`src/rtl/fir_i2s_tx.sv`:
```
// fir_i2s_tx: requantizes filtered samples to 16 bits, buffers them and
// serializes each one as a mono sample on both channels of a Philips I2S link.
module fir_i2s_tx #(
   parameter int SHIFT      = 9,
   parameter int BCLK_DIV   = 4,
   parameter int FIFO_DEPTH = 4
) (
   input  logic                          clk,
   input  logic                          rstn,
   input  logic                          in_valid,
   input  logic [31:0]                   in_data,
   input  logic                          clr_flags,
   output logic                          bclk,
   output logic                          lrck,
   output logic                          sdata,
   output logic                          ovf,
   output logic                          udf,
   output logic [$clog2(FIFO_DEPTH):0]   fifo_level
);

   localparam int AW = $clog2(FIFO_DEPTH);
   localparam int LW = AW + 1;
   localparam int DW = $clog2(BCLK_DIV);
   localparam logic signed [32:0] HALF = 33'sd1 <<< (SHIFT - 1);

   logic signed [32:0] ext;
   logic signed [32:0] rnd;
   logic signed [32:0] shr;
   logic [15:0]        sat;

   logic          rq_valid_q, rq_valid_d;
   logic [15:0]   rq_data_q, rq_data_d;
   logic [DW-1:0] div_q, div_d;
   logic          bclk_q, bclk_d;
   logic          lrck_q, lrck_d;
   logic          sdata_q, sdata_d;
   logic [4:0]    cnt_q, cnt_d;
   logic [31:0]   w_q, w_d;
   logic          ovf_q, ovf_d;
   logic          udf_q, udf_d;
   logic [LW-1:0] wr_q, wr_d;
   logic [LW-1:0] rd_q, rd_d;
   logic [15:0]   mem_q [FIFO_DEPTH];
   logic [15:0]   mem_d [FIFO_DEPTH];

   logic fall;
   logic pop;
   logic push;
   logic full;
   logic empty;
   logic [15:0] rd_word;

   // Round half up in 33 bits so the offset can never wrap the sign.
   always_comb begin
      ext = signed'({in_data[31], in_data});
      rnd = ext + HALF;
      shr = rnd >>> SHIFT;
      if (shr > 33'sd32767) begin
         sat = 16'h7fff;
      end else if (shr < -33'sd32768) begin
         sat = 16'h8000;
      end else begin
         sat = shr[15:0];
      end
   end

   assign fifo_level = wr_q - rd_q;
   assign full       = (fifo_level == LW'(FIFO_DEPTH));
   assign empty      = (fifo_level == '0);
   assign rd_word    = mem_q[rd_q[AW-1:0]];

   always_comb begin
      rq_valid_d = in_valid;
      rq_data_d  = sat;

      div_d  = div_q + DW'(1);
      bclk_d = bclk_q;
      fall   = 1'b0;
      if (div_q == DW'(BCLK_DIV - 1)) begin
         div_d  = '0;
         bclk_d = ~bclk_q;
         fall   = bclk_q;
      end

      cnt_d   = cnt_q;
      lrck_d  = lrck_q;
      sdata_d = sdata_q;
      w_d     = w_q;
      pop     = 1'b0;
      ovf_d   = ovf_q & ~clr_flags;
      udf_d   = udf_q & ~clr_flags;

      // Bit for slot c is W[32-c]; slot 0 carries the outgoing LSB.
      if (fall) begin
         cnt_d   = cnt_q + 5'd1;
         lrck_d  = cnt_d[4];
         sdata_d = w_q[5'd0 - cnt_d];
         if (cnt_d == 5'd0) begin
            if (empty) begin
               w_d   = '0;
               udf_d = 1'b1;
            end else begin
               pop = 1'b1;
               w_d = {rd_word, rd_word};
            end
         end
      end

      push = rq_valid_q & (~full | pop);
      if (rq_valid_q & ~push) begin
         ovf_d = 1'b1;
      end

      mem_d = mem_q;
      wr_d  = wr_q;
      rd_d  = rd_q;
      if (push) begin
         mem_d[wr_q[AW-1:0]] = rq_data_q;
         wr_d = wr_q + LW'(1);
      end
      if (pop) begin
         rd_d = rd_q + LW'(1);
      end
   end

   always_ff @(posedge clk or negedge rstn) begin
      if (!rstn) begin
         rq_valid_q <= 1'b0;
         rq_data_q  <= '0;
         div_q      <= '0;
         bclk_q     <= 1'b0;
         lrck_q     <= 1'b1;
         sdata_q    <= 1'b0;
         cnt_q      <= 5'd31;
         w_q        <= '0;
         ovf_q      <= 1'b0;
         udf_q      <= 1'b0;
         wr_q       <= '0;
         rd_q       <= '0;
         for (int i = 0; i < FIFO_DEPTH; i++) begin
            mem_q[i] <= '0;
         end
      end else begin
         rq_valid_q <= rq_valid_d;
         rq_data_q  <= rq_data_d;
         div_q      <= div_d;
         bclk_q     <= bclk_d;
         lrck_q     <= lrck_d;
         sdata_q    <= sdata_d;
         cnt_q      <= cnt_d;
         w_q        <= w_d;
         ovf_q      <= ovf_d;
         udf_q      <= udf_d;
         wr_q       <= wr_d;
         rd_q       <= rd_d;
         mem_q      <= mem_d;
      end
   end

   assign bclk  = bclk_q;
   assign lrck  = lrck_q;
   assign sdata = sdata_q;
   assign ovf   = ovf_q;
   assign udf   = udf_q;

endmodule

```
`config.mk`:
```
export PLATFORM = sky130hd
export DESIGN_NAME = fir_i2s_tx
export DESIGN_NICKNAME = d
export VERILOG_FILES = /design/src/rtl/fir_i2s_tx.sv
export SDC_FILE = /design/constraint.sdc
export NUM_CORES = 1
export LEC_CHECK = 0
export ABC_AREA = 1
export BUFFER_PORTS_ARGS = -buffer_cell sky130_fd_sc_hd__buf_2
export CAP_MARGIN = 10
export CORE_MARGIN = 5
export CORE_UTILIZATION = 32
export DETAILED_ROUTE_END_ITERATION = 10
export SYNTH_ARGS = -nofsm -noshare
export SYNTH_HDL_FRONTEND = slang
export SYNTH_SLANG_ARGS = --single-unit
```
`constraint.sdc`:
```
create_clock -name clk -period 4.3 [get_ports clk]
set_input_delay 0.43 -clock clk [delete_from_list [all_inputs] [get_ports clk]]
set_output_delay 0.43 -clock clk [all_outputs]
set_load 0.03 [all_outputs]
```
# --- Yosys cells after proc, flatten, opt, wreduce, memory -nomap -nowiden ---
# Cells that the tools add are included.
totals:
  ram_bits: 0
  in_bits: 36
  mem_bits_ro: 0
  latchBits: 0
  reg_bits: 131
  mem_count: 0
  output_inout_bits: 8
op_classes:
  n_lt_le_gt_ge: 6
  addsub: 7
  n_reduce_logical: 4
  mul: 0
  div: 0
  shift: 0
  n_eq_ne: 2
  n_bitwise: 11
  mux: 20
ops:
  columns: ["op", "n"]
  rows:
  - ["two-way mux 16 bit", 5]
  - ["bitwise mux 64 bit", 1]
  - ["adder 32 x 10 -> 33 bit, second input constant", 1]
  - ["binary-select mux 16 bit (select 2 bit)", 1]
  - ["demux 16 bit (select 2 bit)", 1]
  - ["two-way mux 32 bit", 1]
  - ["> comparator 24 x 16 -> 1 bit, second input constant", 1]
  - ["less-than comparator 24 x 16 -> 1 bit, second input constant", 1]
  - ["two-way mux 1 bit", 9]
  - ["adder 3 x 1 -> 3 bit, second input constant", 2]
  - ["greater-or-equal comparator 3 bit, second input constant", 2]
  - ["less-than comparator 5 x 6 -> 1 bit, second input constant", 1]
  - ["inverter 2 -> 3 bit", 2]
  - ["adder 5 x 1 -> 5 bit, second input constant", 1]
  - ["binary-select mux 1 bit (select 5 bit)", 1]
  - ["logical NOT 5 bit", 1]
  - ["subtractor 1 x 5 -> 5 bit, first input constant", 1]
  - ["AND 1 bit", 4]
  - ["inverter 1 bit", 4]
  - ["== test 3 bit, second input constant", 1]
  - ["logical NOT 3 bit", 1]
  - ["less-than comparator 3 x 1 -> 1 bit, second input constant", 1]
  - ["subtractor 3 bit", 1]
  - ["adder 2 x 1 -> 2 bit, second input constant", 1]
  - ["other kinds (5)", 5]

# --- Depth between registers and ports, before layout ---
# Gate-level depths: netlist (run 1).
depth:
  word_depth: 10
  ltp_mapped: 15

# --- Worst setup path before layout (run 1) ---
# OpenSTA, ideal clock, no wires.
synth_path:
  path_type: "register to register"
  from: "register wr_q[0]"
  to: "register mem_q[10] (netlist name)"
  required_time_ps: 4217
  arrival_ps: 2104
  path_buffers: 1
  setup_time_ps: 83
  slack_ps: 2114
  path_stages_with_launch: 11
  synth_period_minus_slack_ps: 2186
  cell_sequence: "dfrtp_1 inv_1 ha_1 fa_1 inv_1 nor3_2 nand2_2 nand3_2 buf_2 nand2_1 o21ai_0"
synth_via:
  elab_chain_len: 7
synth_rtl:
  columns: ["element", "line_no", "text"]
  rows:
  - ["start: declaration", "41", "logic [LW-1:0] wr_q, wr_d;"]
  - ["start signal: assignment", "154", "wr_q <= wr_d;"]
  - ["subtractor 3 bit (*)", "67", "assign fifo_level = wr_q - rd_q;"]
  - ["named net fifo_level[1]", "18", "output logic [$clog2(FIFO_DEPTH):0] fifo_level"]
  - ["logical NOT 3 bit", "69", "assign empty = (fifo_level == '0);"]
  - ["two-way mux 1 bit", "99", "if (empty) begin"]
  - ["two-way mux 1 bit", "98", "if (cnt_d == 5'd0) begin"]
  - ["two-way mux 1 bit", "94", "if (fall) begin"]
  - ["OR 1 bit (*)", "109", "push = rq_valid_q & (~full | pop);"]
  - ["AND 1 bit (*)", "109", null]
  - ["end signal: assignment", "156", "mem_q <= mem_d;"]
  - ["end: declaration", "43", "logic [15:0] mem_q [FIFO_DEPTH];"]
# The timed path passes the listed nets; every way through them passes the cells marked *.
# A chain may end at the register's enable or synchronous reset.

# --- Worst setup path in the final report (run 1) ---
layout_path:
  from: "register cnt_q[0]"
  to: "register mem_q[26] (netlist name)"
layout_via:
  elab_chain_len: 6
layout_rtl:
  columns: ["element", "line_no", "text"]
  rows:
  - ["start: declaration", "37", "logic [4:0] cnt_q, cnt_d;"]
  - ["start signal: assignment", "150", "cnt_q <= cnt_d;"]
  - ["adder 5 x 1 -> 5 bit", "95", "cnt_d = cnt_q + 5'd1;"]
  - ["logical NOT 5 bit", "98", null]
  - ["two-way mux 1 bit", "98", null]
  - ["two-way mux 1 bit", "94", null]
  - ["OR 1 bit", "109", null]
  - ["AND 1 bit", "109", null]
# Every way passes these cells.

==> metrics.md, run 1 <==
| Metric | Value |
|---|---|
| Worst flop-to-flop path startpoint | `cnt_q[0]` |
| Post-CTS Setup Inserts | `0` |
| DR vias | `4,409` |
| Layout area overhead | `16.81%` |
| Core ar. | `0.01736 mm²` |
| Die area | `0.02057 mm²` |
| Most common cell after layout, fill and taps aside | `nand2_1` |
| Synth Flop Type | `dfrtp_1` |
| Slew @ Worst Pin | `1094 ps` |
| Leak | `3.149 nW` |
| Most frequent cells in the layout | `227 x nand2_1, 109 x dfrtp_1, 60 x o21ai_0, 58 x inv_1, 41 x nor2_1` |
| Post-layout util | `0.3833` |
| Worst slack, placed | `1146 ps` |
| Slowest-stage cell, CP | `dfstp_2` |
| Worst-path clk slew | `60 ps` |
| Inst Count DP | `922` |
| Filler cell count | `1,769` |
| WS Path Type | `register to register` |
| Yosys reg bits | `114` |
| CP Max Fanout | `32` |
| Fin. max-slew vios | `0` |
| TritonCTS Buffers | `17` |
| Final Cycle Share | `0.7304` |
| First-pass GRT wire length | `20,760 µm` |
| CP startpoint kind | `register` |
| Drt wl/cell | `12.67 µm` |
| WP buf/inv | `2` |
| Largest area contributor in the netlist | `dfrtp_1` |
| PD cells | `573.1 mW/mm²` |
| Vias per cell | `4.622` |
| Nets@finish | `762` |
| Die Ht | `143.4 µm` |
| Hold Fails Final Rpt | `0` |
| Reg2Reg Depth | `10` |
| Drc violations | `0` |
| Status | `complete, no violations` |
| Peak VDD IR | `0.2632 mV` |
| # resized after CTS | `0` |
| Horiz. Die Dim | `143.4 µm` |
| Worst rel slew slack | `0.2699` |
| Multi-input logic area | `0.002464 mm²` |
| Routed met2 length | `5300 µm` |
| Crit path top cell by count | `nand3_2` |
| Longest Clk Path Bufs | `2` |
| Synth Warn # | `0` |
| Vias in the first global route | `4,267` |
| Mean post-synth cell area | `8.290 µm²` |
| Routed WL | `12,090 µm` |
| Cell chain of the critical path | `ha_1, nand3_2, xnor2_1, inv_1, nand2_1, nor2_2, inv_2, nand2_2, nand3_2, o21ai_0` |
| DP HPWL | `8218 µm` |
| Share of cells above drive strength 1 | `0.1440` |
| CTS Hold Bufs | `0` |
| Crit. End Element | `register` |
| Final worst slack | `1159 ps` |
| Num Clock Sinks | `114` |
| Cells after Synth | `687` |
| R2r setup slk | `1160 ps` |
| EDFF count, synth | `0` |
| Syn_nets | `733` |
| Clk_skew | `6.512 ps` |
| Remaining antenna violation count | `0` |
| Max layer used | `met4` |
| Post-synth ARST share | `1.000` |
| H-tree levels | `4` |
| DR WL met3 | `454 µm` |
| Period minus WS final | `3141 ps` |
| Num rows | `48` |
| Synthesized cell area | `0.005695 mm²` |
| Sequential cell area fraction in the yosys report | `0.5020` |
| Critical Path RT | `4590 ps` |
| Post-synth top area share | `0.4789` |
| Worst skew pair latency | `410 ps` |
| Root buf cell | `clkbuf_16` |
| Worst R2R End | `mem_q[26]` |
| Top cells by area, synth | `dfrtp_1 48%, nand2_1 15%, o21ai_0 5.3%` |
| Crit path launch | `cnt_q[0]` |
| Synth cell types | `38` |
| Starting density of the core | `0.3281` |
| GPL Wtd Cong | `0.8841` |
| DRT iter0 DRCs | `271` |
| Largest net degree at the start of global routing | `65` |
| Gr usage total | `0.1250` |
| Crit path depth | `10` |
| Crit path to | `mem_q[26]` |
| Delay-heaviest family, CP | `simple AND/OR/NAND/NOR gates` |
| M1 WL | `6170 µm` |
| First-pass DRT Iterations | `5` |
| TritonCTS clock tree | `yes` |
| CP peak stage delay | `590 ps` |
| Min-Delay Path Class | `input port to async pin` |
| Fmax achieved | `318.4 MHz` |
| Gr ovfl total | `0` |
| Worst path arrival time | `3430 ps` |
| Final cell count without fillers | `954` |
| # setup viols final | `0` |
| # diodes | `0` |
| Initial antenna violation count | `0` |
| RSZ-0062 raised after global routing | `no` |
| Seq. cell area | `0.002859 mm²` |
| Maximum Capacitance Violations | `0` |
| Post-route setup TNS | `0 ps` |
| IO Count | `44` |
| Worst hold slack | `108.6 ps` |
| IO buf count | `35` |
worst reg2reg max path, cell delays in order, from the launching register on:
cell and delay (ps):
dfstp_2 590, ha_1 240, nand3_2 90, xnor2_1 130, inv_1 70, nand2_1 60
nor2_2 440, inv_2 250, nand2_2 200, nand3_2 530, o21ai_0 440
routing by layer:
layer,track usage,vias to the layer above
met5,0,-
met4,0.03667,0
met3,0.03161,15
met2,0.1927,87
met1,0.1745,2030
li1,-,2277
metrics by stage:
step	area (µm²)	power (mW)
2_1_floorplan	5695	2.180
3_3_place_gp	6030	2.375
3_5_place_dp	6030	2.401
4_1_cts	6653	3.852
5_1_grt	6653	4.068
6_report	6653	3.812
cell usage after synthesis (3+ instances only):
| library cell | number |
|---|---|
| a32o_1 | 16 |
| nor2_1 | 41 |
| inv_1 | 58 |
| nand4_1 | 3 |
| o21ai_0 | 60 |
| nor2_2 | 8 |
| nand3_2 | 5 |
| o21ai_1 | 21 |
| dfrtp_1 | 109 |
| a21oi_1 | 21 |
| xor2_1 | 14 |
| ha_1 | 9 |
| dfstp_2 | 5 |
| xnor2_1 | 9 |
| clkbuf_2 | 3 |
| o22ai_1 | 10 |
| nand3_1 | 13 |
| nand2_2 | 10 |
| buf_2 | 10 |
| nand3b_1 | 3 |
| nand2_1 | 227 |
| clkbuf_1 | 10 |
how the worst min path moves through the flow:
| stage | startpoint | endpoint | slack [ps] | cells past startpoint |
|---|---|---|---|---|
| CTS | in_valid | rq_valid_q | 120 | 1 |
| floorplan | rstn | bclk | 130 | 0 |
| detailed placement | div_q[0] | div_q[0] | 430 | 1 |
| global route | in_valid | rq_valid_q | 120 | 1 |
| global placement | div_q[0] | div_q[0] | 420 | 1 |
| finish | rstn | wr_q[1] | 110 | 1 |
layout make-up:
| class | count | area share |
|---|---|---|
| Clock buffer | 20 | 0.07015 |
| Multi-Input combinational cell | 485 | 0.3703 |
| Sequential cell | 114 | 0.4298 |
| Clock inverter | 12 | 0.02351 |
| Tap cell | 225 | 0.04232 |
| Timing Repair Buffer | 38 | 0.03009 |
| Inverter | 60 | 0.03385 |
power by group:
group	switching [mW]	internal [mW]	leakage [nW]
Sequential	0.166	1.40	1.41
Clock	0.483	0.955	0.283
Combinational	0.493	0.315	1.46
Total	1.14	2.67	3.15
state kept, by name, indices dropped and copies added, names as in the netlist:
signal      cells
udf             1
wr_q            3
lrck            1
w_q            16
rq_valid_q      1
rq_data_q      16
rd_q            3
div_q           2
sdata           1
cnt_q           4
bclk            1
mem_q          64
ovf             1
cell families after synthesis:
kind of cell | count (synthesis) | share of synthesized area
AO/OA/AOI/OAI | 132 | 0.1344
XOR/XNOR | 23 | 0.03537
adder cells (fa/ha/maj) | 10 | 0.02329
buffers and inverters | 88 | 0.06546
flip-flops | 114 | 0.5020
AND/OR/NAND/NOR | 320 | 0.2395
No activity file was read; power rests on OpenSTA's default activity.
==> run 2, diff against run 1 <==
- ABC_AREA: 1 -> 0
- clock period: 4.3 -> 3.2 ns (I/O delays scaled with it)
==> run 2 against run 1 <==
  * Flip-flop and latch count unchanged
  * Synthesized cell count shrank 38%
  * Worst setup slack lost 760 ps
  * Sequential power grew 32%
  * Cell count is 26% lower
  * Die area is 1.5% higher
  * Maximum frequency is 12% higher
  * Non-clock buffer count grew 3
  * Cell area rose by 0.92%
  * Worst hold slack got worse by 86 ps
  * Global-route usage is 0.58 points lower
  * Clock power is 19% higher
  * Critical endpoint is now mem_q[19]
==> metrics.md, run 2 <==
| Metric | Value |
|---|---|
| DRT iter0 DRCs | `215` |
| IO buf count | `35` |
| Synthesized cell area | `0.005788 mm²` |
| Fin. max-slew vios | `0` |
| Routed WL | `11,250 µm` |
| DR vias | `3,636` |
| Vias per cell | `5.143` |
| Root buf cell | `clkbuf_16` |
| Num rows | `49` |
| Final worst slack | `403.5 ps` |
| CP startpoint kind | `register` |
| Synth Flop Type | `dfrtp_1` |
| Leak | `2.905 nW` |
| Largest area contributor in the netlist | `dfrtp_1` |
| Gr usage total | `0.1193` |
| Inst Count DP | `677` |
| Min-Delay Path Class | `input port to async pin` |
| Worst slack, placed | `370.8 ps` |
| Fmax achieved | `357.6 MHz` |
| DP HPWL | `7777 µm` |
| CP Max Fanout | `16` |
| Longest Clk Path Bufs | `2` |
| GPL Wtd Cong | `0.9469` |
| TritonCTS clock tree | `yes` |
| Die area | `0.02088 mm²` |
| Initial antenna violation count | `0` |
| TritonCTS Buffers | `17` |
| # resized after CTS | `0` |
| First-pass GRT wire length | `19,590 µm` |
| Worst rel slew slack | `0.4177` |
| Gr ovfl total | `0` |
| WS Path Type | `register to register` |
| Crit. End Element | `register` |
| Tot Pwr | `4.922 mW` |
| M1 GR Usage | `0.1612` |
| # setup viols final | `0` |
| Synth cell types | `58` |
| EDFF count, synth | `0` |
| RSZ-0062 raised after global routing | `no` |
| Worst hold slack | `22.67 ps` |
| Remaining antenna violation count | `0` |
| Maximum Capacitance Violations | `0` |
| Syn_nets | `474` |
| Synth Warn # | `0` |
| Clk_skew | `11.72 ps` |
| Post-route setup TNS | `0 ps` |
| IO Count | `44` |
| Nets@finish | `513` |
| Top-count cell post-synth | `dfrtp_1` |
| First-pass DRT Iterations | `4` |
| Reg2Reg Depth | `9` |
| Period minus WS final | `2796 ps` |
| Most common cell after layout, fill and taps aside | `dfrtp_1` |
| Starting density of the core | `0.3233` |
| Commonest cells post-synth | `109 x dfrtp_1, 67 x mux2_2, 21 x nand2_1` |
| Most frequent cells in the layout | `109 x dfrtp_1, 67 x mux2_2, 34 x buf_2, 21 x nand2_1` |
| Worst-path clk slew | `50 ps` |
| Drc violations | `0` |
| Biggest register | `mem_q` |
| Worst skew pair latency | `410 ps` |
| Biggest registers after layout | `mem_q: 64 flops, rq_data_q: 16 flops, w_q: 16 flops` |
| Met2 Use GR | `0.1858` |
| Num Clock Sinks | `114` |
| Cells after Synth | `428` |
| Core ar. | `0.01790 mm²` |
| Met3 usage | `0.02646` |
| Grt peak-use layer | `met2` |
| Die Ht | `144.5 µm` |
| Worst path arrival time | `3080 ps` |
| Yosys reg bits | `114` |
| Peak VDD IR | `0.4319 mV` |
| H-tree levels | `4` |
| Final Cycle Share | `0.8739` |
| Critical Path RT | `3490 ps` |
| Sequential cell area fraction in the yosys report | `0.4939` |
| Post-synth ARST share | `1.000` |
| Vias in the first global route | `3,879` |
| Top cells by area, synth | `dfrtp_1 47%, mux2_2 13%, mux4_2 7.8%` |
| Mean post-synth cell area | `13.52 µm²` |
| Slew @ Worst Pin | `873.4 ps` |
| Horiz. Die Dim | `144.5 µm` |
| Layout area overhead | `16.00%` |
| CTS Hold Bufs | `0` |
| Post-synth top area share | `0.4712` |
| Status | `complete, no violations` |
| Drt wl/cell | `15.92 µm` |
| Post-CTS Setup Inserts | `0` |
| Final cell count without fillers | `707` |
| # diodes | `0` |
| PD cells | `733.1 mW/mm²` |
| Hold Fails Final Rpt | `0` |
| Largest register FFs | `64` |
| Largest net degree at the start of global routing | `70` |
| Share of cells above drive strength 1 | `0.3954` |
[run 2: power by group]
group          leakage, nW  internal (mW)  switching (mW)
Combinational         1.20          0.631           0.503
Sequential            1.43           1.87           0.208
Clock                0.267           1.09           0.624
[run 2: final timing paths]
path                            slack (ps)         end     start
worst max-delay path                   400   mem_q[19]   wr_q[0]
worst min-delay path                    20     wr_q[0]      rstn
worst max register to register         400   mem_q[19]   wr_q[0]
worst min register to register         430    div_q[0]  div_q[0]
max in group asynchronous             2390        lrck      rstn
min in group clk                        30  rq_valid_q  in_valid
[run 2: kinds of logic after synthesis]
| family | count (synthesis) | synth area share |
|---|---|---|
| muxes | 89 | 0.2116 |
| buffers and inverters | 32 | 0.03264 |
| AOI/OAI and AO/OA | 59 | 0.08992 |
| xor gates and xnor gates | 32 | 0.04842 |
| adders and majority gates | 10 | 0.02291 |
| DFF | 114 | 0.4939 |
| and+or+nand+nor | 92 | 0.1005 |
[run 2: final cells by class]
cell class                      count  area [µm²]
Inverter                           11       41.29
Timing Repair Buffer               41       235.2
Tap cell                          229       286.5
Multi-Input combinational cell    282        2748
Clock buffer                       20       456.7
Sequential cell                   114        2859
Fill cell                        1676       11190
Clock inverter                     10       87.58
[run 2: routing by layer]
layer	wire [µm]	up-vias
li1	-	1695
met1	5378	1827
met2	5229	93
met3	436	21
met4	209	0
met5	0	-
[run 2: per-stage QoR]
stage	utilization	cell area, µm²
after global placement	0.3446	6170
after detailed placement	0.3446	6170
final	0.3750	6714
after floorplan	-	5788
after global routing	0.3750	6714
after CTS	0.3750	6714
[run 2: worst max-delay path, stage by stage (launching register included)]
cell,delay (ps)
dfrtp_1,370
inv_1,110
ha_1,220
fa_1,370
xnor2_1,140
xnor2_1,240
nand4_1,150
and2_1,340
nand2_4,330
mux2_2,380
==> run 3, diff against run 2 <==
--- a/config.mk
+++ b/config.mk
@@ -11,3 +11,3 @@
 export CORE_MARGIN = 5
-export CORE_UTILIZATION = 32
+export CORE_UTILIZATION = 43
 export DETAILED_ROUTE_END_ITERATION = 10
==> constraint.sdc (replaced) <==
create_clock -name clk -period 3.2 [get_ports clk]
set_input_delay 0.64 -clock clk [delete_from_list [all_inputs] [get_ports clk]]
set_output_delay 0.64 -clock clk [all_outputs]
set_load 0.03 [all_outputs]
==> run 3 against run 2 <==
  * Non-clock buffer count grew 2
  * Via count down 0.44%
  * Critical path type unchanged
  * Sequential power barely moved
  * Sequential share of layout area fell by 0.26 points
  * Global-route usage rose by 2.9 points
  * Cell area rose by 0.61%
  * Register-to-register slack got worse by 60 ps
==> metrics.md, run 3 (synthesis gave the netlist of run 2 again) <==
| Metric | Value |
|---|---|
| Inst Count DP | `626` |
| Die Ht | `126.0 µm` |
| Drt wl/cell | `16.98 µm` |
| Die area | `0.01588 mm²` |
| Worst rel slew slack | `0.5330` |
| Seq. cell area | `0.002859 mm²` |
| Share of cells above drive strength 1 | `0.4025` |
| Hold Fails Final Rpt | `0` |
| Biggest register | `mem_q` |
| Core ar. | `0.01324 mm²` |
| Final cell count without fillers | `658` |
| Starting density of the core | `0.4371` |
| Period minus WS final | `2861 ps` |
| Worst skew pair latency | `400 ps` |
| Num rows | `42` |
| Filler cell count | `1,173` |
| Clk_skew | `8.040 ps` |
| Longest Clk Path Bufs | `2` |
| IO buf count | `35` |
| Horiz. Die Dim | `126.0 µm` |
| Layout area overhead | `16.71%` |
| Slew @ Worst Pin | `700.5 ps` |
| DRT iter0 DRCs | `198` |
| Biggest registers after layout | `mem_q: 64 flops, rq_data_q: 16 flops, w_q: 16 flops` |
| Logic pwr share | `0.218` |
| Num Clock Sinks | `114` |
| CP Max Fanout | `17` |
| Routed WL | `11,180 µm` |
| Peak VDD IR | `0.3470 mV` |
| Worst path arrival time | `3150 ps` |
| Most frequent cells in the layout | `109 x dfrtp_1, 67 x mux2_2, 34 x buf_2, 21 x nand2_1` |
| Sequential Power Share | `0.399` |
| DR vias | `3,620` |
| WS Path Type | `register to register` |
| # setup viols final | `0` |
| Switching Share | `0.2617` |
| PD cells | `769.6 mW/mm²` |
| Vias per cell | `5.502` |
| Leak | `2.952 nW` |
| GPL Wtd Cong | `0.9240` |
| Fin. max-slew vios | `0` |
| # resized after CTS | `0` |
| Multi-input logic area | `0.002748 mm²` |
| TritonCTS Buffers | `17` |
| Post-route setup TNS | `0 ps` |
| Worst-path clk slew | `50 ps` |
| CP startpoint kind | `register` |
| Largest register FFs | `64` |
| Tot Pwr | `5.199 mW` |
| Crit. End Element | `register` |
| Status | `complete, no violations` |
| Root buf cell | `clkbuf_16` |
| DP HPWL | `7562 µm` |
| # diodes | `0` |
| Cell chain of the critical path | `inv_1, ha_1, fa_1, xnor2_1, xnor2_1, nand4_1, and2_1, nand2_4, mux2_2` |
| Gr usage total | `0.1486` |
| RSZ-0062 raised after global routing | `no` |
| First-pass DRT Iterations | `4` |
| CP peak stage delay | `380 ps` |
| Largest net degree at the start of global routing | `56` |
| CTS Hold Bufs | `0` |
| Maximum Capacitance Violations | `0` |
| Slowest-stage cell, CP | `dfrtp_1` |
| Min-Delay Path Class | `input port to async pin` |
| Final Cycle Share | `0.8942` |
| Switching power | `1.360 mW` |
| Power Internal | `3.838 mW` |
| Nets@finish | `515` |
| Initial antenna violation count | `0` |
| Clock share of power | `0.384` |
| Fmax achieved | `349.5 MHz` |
| Drc violations | `0` |
| H-tree levels | `4` |
| TritonCTS clock tree | `yes` |
| Remaining antenna violation count | `0` |
| Gr ovfl total | `0` |
| IO Count | `44` |
| Most common cell after layout, fill and taps aside | `dfrtp_1` |
| Reg2Reg Depth | `9` |
| Critical Path RT | `3490 ps` |
| Vias in the first global route | `3,783` |
| First-pass GRT wire length | `19,060 µm` |
| Post-CTS Setup Inserts | `0` |
| Crit path top cell by count | `xnor2_1` |
==> run 3: path summary, 6_finish.rpt <==
path                          start         end  slack [ps]
setup reg to reg            wr_q[0]   mem_q[14]         340
hold / removal                 rstn     wr_q[0]         280
min in group clk           in_valid  rq_valid_q         340
setup / recovery            wr_q[0]   mem_q[14]         340
max in group asynchronous      rstn    cnt_q[1]        2120
hold reg to reg            div_q[0]    div_q[0]         420
==> run 3: area by class of cell <==
cell class,instances,share of cell area
Sequential cell,114,0.4232
Multi-Input combinational cell,282,0.4067
Clock buffer,19,0.06705
Timing Repair Buffer,43,0.03704
Tap cell,176,0.03260
Clock inverter,13,0.02723
Inverter,11,0.006112
==> run 3: power groups by stage <==
| stage | Clock, mW | Sequential, mW | Combinational (mW) |
|---|---|---|---|
| final | 1.99 | 2.07 | 1.13 |
| after floorplan | 0 | 2.03 | 0.927 |
| after detailed placement | 0 | 2.10 | 1.15 |
| after global routing | 2.09 | 2.12 | 1.24 |
| after global placement | 0 | 2.06 | 1.11 |
| after CTS | 2.02 | 2.07 | 1.15 |
==> run 3: worst max-delay path: cells and delay by family, from the launching register on <==
family,cells,cell delay [ps]
buf+inv,1,120
fa+ha+maj,2,610
mux,1,380
flops,1,380
simple gates,3,840
xor+xnor,2,400
==> run 3: through the flow <==
stage                       util  area (µm²)  worst slack [ps]  hold slack [ps]
final                     0.5101        6755             338.6            277.7
after global routing      0.5101        6755             162.2            323.0
after CTS                 0.5101        6755             305.5            312.2
after detailed placement  0.4620        6118             317.5            417.3
after global placement    0.4620        6118             401.2            415.9
after floorplan                -        5788             163.4            344.4
==> run 3: per-layer routing <==
metal,up-vias,global-route usage,part of all wire
li1,1696,-,-
met1,1836,0.2056,0.48
met2,75,0.2319,0.47
met3,13,0.03260,0.031
met4,0,0.05300,0.014
met5,-,0,0
